===== config.mk =====
export PLATFORM = sky130hd
export DESIGN_NAME = lane_rr_arbiter
export DESIGN_NICKNAME = d
export VERILOG_FILES = /design/src/rtl/lane_rr_arbiter.sv
export SDC_FILE = /design/constraint.sdc
export NUM_CORES = 1
export LEC_CHECK = 0
export ABC_AREA = 1
export ABC_CLOCK_PERIOD_IN_PS = 5600
export BUFFER_PORTS_ARGS = -buffer_cell sky130_fd_sc_hd__buf_2
export CAP_MARGIN = 20
export CORE_ASPECT_RATIO = 0.8
export CORE_MARGIN = 4
export CORE_UTILIZATION = 30
export CTS_CLUSTER_SIZE = 24
export DETAILED_ROUTE_END_ITERATION = 8
export HOLD_SLACK_MARGIN = 0.15
export PLACE_DENSITY = 0.7
export SYNTH_ARGS = -nofsm -noshare
export SYNTH_HDL_FRONTEND = slang
export SYNTH_SLANG_ARGS = --single-unit

===== constraint.sdc =====
create_clock -name clk -period 5.6 [get_ports clk]
set_clock_uncertainty 0.1 [all_clocks]
set_input_delay 1.4 -clock clk [delete_from_list [all_inputs] [get_ports clk]]
set_output_delay 1.4 -clock clk [all_outputs]
set_load 0.005 [all_outputs]

===== src/rtl/lane_rr_arbiter.sv =====
// Round-robin arbiter: grants one of LANES packed input lanes a burst of beats on a shared valid/ready channel.
// Optional stall timeout: define LANE_ARB_TIMEOUT_EN to add the stall counter and the timeout_err port.
module lane_rr_arbiter #(
    parameter int LANES  = 4,
    parameter int DW     = 32,
    parameter int BW     = 3,
    parameter int TO_CYC = 16,
    localparam int LW    = (LANES > 1) ? $clog2(LANES) : 1
) (
    input  logic                clk,
    input  logic                rst,
    input  logic [LANES-1:0]    req,
    input  logic [LANES*BW-1:0] burst_len,
    input  logic [LANES*DW-1:0] in_data,
    input  logic                out_ready,
    output logic                out_valid,
    output logic [DW-1:0]       out_data,
    output logic [LW-1:0]       out_lane,
    output logic [LANES-1:0]    gnt,
    output logic                busy,
    output logic                burst_done,
`ifdef LANE_ARB_TIMEOUT_EN
    output logic                timeout_err,
`endif
    output logic                dbg_state_o
);

    typedef enum logic {IDLE = 1'b0, BURST = 1'b1} state_t;

    state_t           state_q, state_d;
    logic [LW-1:0]    ptr_q, ptr_d;
    logic [LW-1:0]    lane_q, lane_d;
    logic [LANES-1:0] gnt_q, gnt_d;
    logic [BW-1:0]    beats_q, beats_d;
    logic             done_q, done_d;

    logic [DW-1:0]    lane_word [LANES];
    logic [BW-1:0]    lane_len  [LANES];

    for (genvar i = 0; i < LANES; i++) begin : g_unpack
        assign lane_word[i] = in_data[LANES*DW-1-i*DW -: DW];
        assign lane_len[i]  = burst_len[i*BW +: BW];
    end

    logic [LW-1:0] arb_base, arb_idx, arb_win;
    logic          arb_any;

    // While bursting, the scan starts after the owner: that is the pointer the burst end will install.
    assign arb_base = (state_q == BURST) ? lane_q + LW'(1) : ptr_q;

    always_comb begin
        arb_any = 1'b0;
        arb_win = arb_base;
        arb_idx = arb_base;
        for (int k = LANES - 1; k >= 0; k--) begin
            arb_idx = arb_base + LW'(k);
            if (req[arb_idx]) begin
                arb_any = 1'b1;
                arb_win = arb_idx;
            end
        end
    end

    // Handshake: a beat moves on a rising edge with out_valid and out_ready both high; out_valid
    // tracks the owner's live request, so it falls without a beat only when that lane aborts.
    logic beat, burst_end, grant_now, to_hit;

    assign out_valid = (state_q == BURST) && req[lane_q];
    assign out_data  = out_valid ? lane_word[lane_q] : '0;
    assign beat      = out_valid && out_ready;

`ifdef LANE_ARB_TIMEOUT_EN
    localparam int SW = $clog2(TO_CYC + 1);

    logic [SW-1:0] stall_q, stall_d;
    logic          terr_q, terr_d;
    logic          stalled;

    assign stalled = out_valid && !out_ready;
    assign to_hit  = stalled && (stall_q == SW'(TO_CYC - 1));
    assign stall_d = (stalled && !burst_end) ? stall_q + SW'(1) : '0;
    assign terr_d  = terr_q || to_hit;

    always_ff @(posedge clk) begin
        if (rst) begin
            stall_q <= '0;
            terr_q  <= 1'b0;
        end else begin
            stall_q <= stall_d;
            terr_q  <= terr_d;
        end
    end

    assign timeout_err = terr_q;
`else
    assign to_hit = 1'b0;
`endif

    always_comb begin
        state_d   = state_q;
        ptr_d     = ptr_q;
        lane_d    = lane_q;
        gnt_d     = gnt_q;
        beats_d   = beats_q;
        done_d    = 1'b0;
        burst_end = 1'b0;
        grant_now = 1'b0;
        case (state_q)
            IDLE: begin
                grant_now = arb_any;
            end
            BURST: begin
                if (!out_valid || to_hit) begin
                    burst_end = 1'b1;
                end else if (beat) begin
                    if (beats_q == '0) burst_end = 1'b1;
                    else               beats_d   = beats_q - BW'(1);
                end
                if (burst_end) begin
                    done_d    = 1'b1;
                    ptr_d     = lane_q + LW'(1);
                    grant_now = arb_any;
                    if (!arb_any) begin
                        state_d = IDLE;
                        gnt_d   = '0;
                    end
                end
            end
            default: state_d = IDLE;
        endcase
        if (grant_now) begin
            state_d = BURST;
            lane_d  = arb_win;
            gnt_d   = LANES'(1) << arb_win;
            beats_d = lane_len[arb_win];
        end
    end

    always_ff @(posedge clk) begin
        if (rst) begin
            state_q <= IDLE;
            ptr_q   <= '0;
            lane_q  <= '0;
            gnt_q   <= '0;
            beats_q <= '0;
            done_q  <= 1'b0;
        end else begin
            state_q <= state_d;
            ptr_q   <= ptr_d;
            lane_q  <= lane_d;
            gnt_q   <= gnt_d;
            beats_q <= beats_d;
            done_q  <= done_d;
        end
    end

    assign gnt         = gnt_q;
    assign out_lane    = lane_q;
    assign busy        = (state_q == BURST);
    assign burst_done  = done_q;
    assign dbg_state_o = state_q;

endmodule

==> results.md <==
- The clock passes through at most 2 buffers.
- The worst setup path is launched from a primary input.
- The top-level I/O count is 189.
- The core area is 5910 sq um.
- The count of cells resized by post-cts repair is 0.
- The total die area is 7400 sq um.
- The highest routing layer actually used is met4.
- Synthesis produced a netlist with a net count of 477.
- The cell area power density is 451 nW/um^2.
- TritonCTS created 3 clock buffers.
- After routing, the total negative slack on setup checks comes to 0 ns.
- The clock tree from TritonCTS is done.
- The clock net sink count is 13.
- The congestion estimate from routability-driven global placement came to 0.905.
- The highest clock rate is 251 MHz.
- The worst path required time is 4.10 ns.
- The length of routed met3 wiring is 731 microns.
- Global routing finished with a remaining overflow of 0.
- For hold timing, the worst endpoint is beats_q[1].
- Clock latency on the worst-skew pair, taken at its later pin, is 0.24 ns.
- The leakage power summed over all cells is 1.60 nW.
- The smallest clock period supported by the final layout is computed as 3.98 ns.
- The first global-routing pass estimated 12.4 mm of wire.
- The number of nets in the finished design is 654.
- The maximum fanout encountered on the critical timing path is 32.
- The number of placement rows is 25.
- The setup check on the worst reg-to-reg path leaves a slack of 3.22 ns.
- The pin count of the biggest net entering global routing is 34.
- The post-synthesis cell area is 1820 sq um.
- After clock tree synthesis, the clock-pin slew on the worst setup and hold paths is 0.05 ns.
- VDD sags by at most 0.174 mV.
- The launch instance of the worst register-to-register path is busy.
- The class of the tightest hold or removal check is reg -> reg.
- Once routing completed, OpenROAD measured the worst setup slack at 1.62 ns.
- The final period utilization is 0.710.
- The per-cell via count in the routed design is 4.97.
- The area share of the largest cell type after synthesis is 0.257.
- The number of max-slew violations in the final report is 0.
- Summed over all layers, the routed wires come to 7.96 mm.
- The number of endpoints with negative hold slack in the final report is 0.
- The worst setup slack after placement is 1.62 ns.
- sky130_fd_sc_hd__nand2_1 takes more of the synthesized area than any other cell.
- The via count of the first global-routing pass is 2,719.
- Compared with the post-synthesis result, the final layout area differs by 56.9%.
- Max-cap violations in this run came to 0.
- Buffers inserted to repair hold after CTS numbered 0.
- Counting every instance in the synthesized netlist gives 328.
- The remaining number of nets flagged by the antenna check after routing is 0.
- The Yosys step of the flow raised 0 warnings.
- In this run the horizontal extent of the chip is 95.2 microns.
- The count of endpoints failing setup in the final report is 0.
- By area the synthesized netlist is led by sky130_fd_sc_hd__nand2_1 26%, sky130_fd_sc_hd__dfxtp_1 14%, sky130_fd_sc_hd__a22oi_1 13%, sky130_fd_sc_hd__a31oi_1 11%, sky130_fd_sc_hd__nand3_1 7.1%.
- The post-detailed-placement half-perimeter wirelength is 6.27 mm.
- The detailed route wirelength on metal2 is 3.82 mm.
- The category of the most critical setup path is in -> out.
- The average footprint of a synthesized cell is 5.56 sq um.
- The first detailed-routing pass took 7 iterations.
- The number of DRC violations after detailed routing is 0.
- In this run the most critical hold path is launched from beats_q[1].
- The total routing usage reported by global routing is 0.201.
- The die is 77.7 microns tall.
- STA puts the critical path data arrival time at 2.48 ns.
- After synthesis the netlist holds a flip-flop and latch count of 13.
- The count of cells along the worst hold path is 2.
- The worst pin sits at a relative slew slack of 0.263.
- The total inserted antenna cells is 0.
- The tree is rooted in a sky130_fd_sc_hd__clkbuf_8.
- The routed layout has 2,909 vias.
- The slew of the pin with the lowest slew margin is 1.10 ns.
- The number of antenna violations at the first check in global routing is 0.
- The flow ran to the end, and the final reports show no timing, DRC or antenna violations.
- The length in cells of the worst reg-to-reg path is 13.
- The routed length on met1 is 3.33 mm.
- The fraction of final layout cells with drive strength greater than 1 is 0.433.
- Setup repair after global routing left no endpoint under its margin.
- The post-synthesis cell type count is 28.
- The number of levels in the clock H-tree is 1.
- The number of buffers added on ports is 188.
- The worst setup path is captured at a primary output.
- The share of the Yosys chip area taken by registers is 0.143.
- In this run the critical register-to-register path is captured at beats_q[1].
- The mean routed wirelength per cell is 13.6 microns.
- In this run the post-CTS setup repair buffer count came out at 0.
- For this block, the initial DRC count from the detailed router was 164.
- For this configuration, the core starts out at a cell density of 0.309.
[final cells by class]
class / instances / area, sq um
fill: 634 / 3050
multi-input combinational: 266 / 1380
timing repair buffer: 190 / 963
sequential: 13 / 260
inverter: 31 / 118
tap: 81 / 101
clock buffer: 4 / 45.0
[worst max path at each step]
stage | to | cells after the start | slack (ns) | from
after detailed placement | out_data[31] | 7 | 1.62 | req[1]
after global routing | out_data[31] | 7 | 1.52 | req[3]
final | out_data[31] | 7 | 1.62 | req[1]
after global placement | out_data[31] | 7 | 1.64 | req[1]
after floorplan | out_data[0] | 5 | 1.89 | req[3]
after CTS | out_data[31] | 7 | 1.61 | req[1]
[stage by stage]
step           power (mW)  instance area, sq um  hold WS (ns)  utilization  instances
2_1_floorplan       0.910                  1820         0.344            -        328
3_3_place_gp         1.18                  2800         0.353        0.474        580
3_5_place_dp         1.19                  2800         0.359        0.474        580
4_1_cts              1.28                  2850         0.367        0.482        584
5_1_grt              1.44                  2860         0.384        0.484        585
6_report             1.29                  2860         0.364        0.484        585
[where the power goes]
group	switching [mW]	internal (mW)	leakage [nW]
clock	0.0341	0.0503	0.0228
combinational	0.663	0.390	1.47
sequential	0.0286	0.124	0.107
total	0.726	0.565	1.60
[placed cells by master (no fill, tap or decap), drive strengths merged]
master / n
a22oi: 32
nand2: 135
inv: 30
or2: 1
nor2: 12
a21boi: 1
a21oi: 13
clkinv: 1
o21ai: 4
nor3: 1
nand3: 28
dfxtp: 13
o21a: 1
clkbuf: 4
ha: 2
a31oi: 33
o22ai: 2
buf: 190
xnor2: 1
[Yosys cell counts]
library cell               count
sky130_fd_sc_hd__o22ai_1       2
sky130_fd_sc_hd__nand2_1     125
sky130_fd_sc_hd__a31oi_1      33
sky130_fd_sc_hd__xnor2_1       1
sky130_fd_sc_hd__nand2_2       8
sky130_fd_sc_hd__ha_1          2
sky130_fd_sc_hd__nand3_2       2
sky130_fd_sc_hd__nand2_4       2
sky130_fd_sc_hd__o21ai_0       3
sky130_fd_sc_hd__clkinv_2      1
sky130_fd_sc_hd__nor2_4        1
sky130_fd_sc_hd__or2_2         1
sky130_fd_sc_hd__a22oi_1      32
sky130_fd_sc_hd__buf_4         2
sky130_fd_sc_hd__a21oi_1      12
sky130_fd_sc_hd__inv_1        25
sky130_fd_sc_hd__buf_1         1
sky130_fd_sc_hd__o21a_1        1
sky130_fd_sc_hd__nor2_2        1
sky130_fd_sc_hd__a21oi_2       1
sky130_fd_sc_hd__nor3_2        1
sky130_fd_sc_hd__nor2_1       10
sky130_fd_sc_hd__a21boi_4      1
sky130_fd_sc_hd__inv_2         5
sky130_fd_sc_hd__dfxtp_1      13
sky130_fd_sc_hd__clkbuf_1     15
sky130_fd_sc_hd__o21ai_1       1
sky130_fd_sc_hd__nand3_1      26
[flip-flops by register name, indices dropped and copies added (netlist names)]
| register | cells |
|---|---|
| beats_q | 3 |
| burst_done | 1 |
| busy | 1 |
| gnt | 4 |
| out_lane | 2 |
| ptr_q | 2 |
[worst max-delay path, cell delays in order]
cell                      delay, ns
sky130_fd_sc_hd__buf_2         0.10
sky130_fd_sc_hd__inv_1         0.05
sky130_fd_sc_hd__o22ai_1       0.20
sky130_fd_sc_hd__o21ai_2       0.09
sky130_fd_sc_hd__buf_4         0.26
sky130_fd_sc_hd__a31oi_1       0.20
sky130_fd_sc_hd__buf_2         0.15
[cell families (layout without fill, tap and decap cells)]
group	after synthesis	count (layout)	share of synthesized area
AOI/OAI and AO/OA	86	86	0.315
DFF	13	13	0.143
and+or+nand+nor	177	177	0.418
xor gates and xnor gates	1	1	0.00480
adders and majority gates	2	2	0.0137
buffers and inverters	49	225	0.106
[routing by layer]
layer  up-vias  track usage
met3        10       0.0446
met5         -            0
met4         0       0.0303
met1      1281        0.263
li1       1474            -
met2       144        0.340
Power figures use the tool's default switching activity.
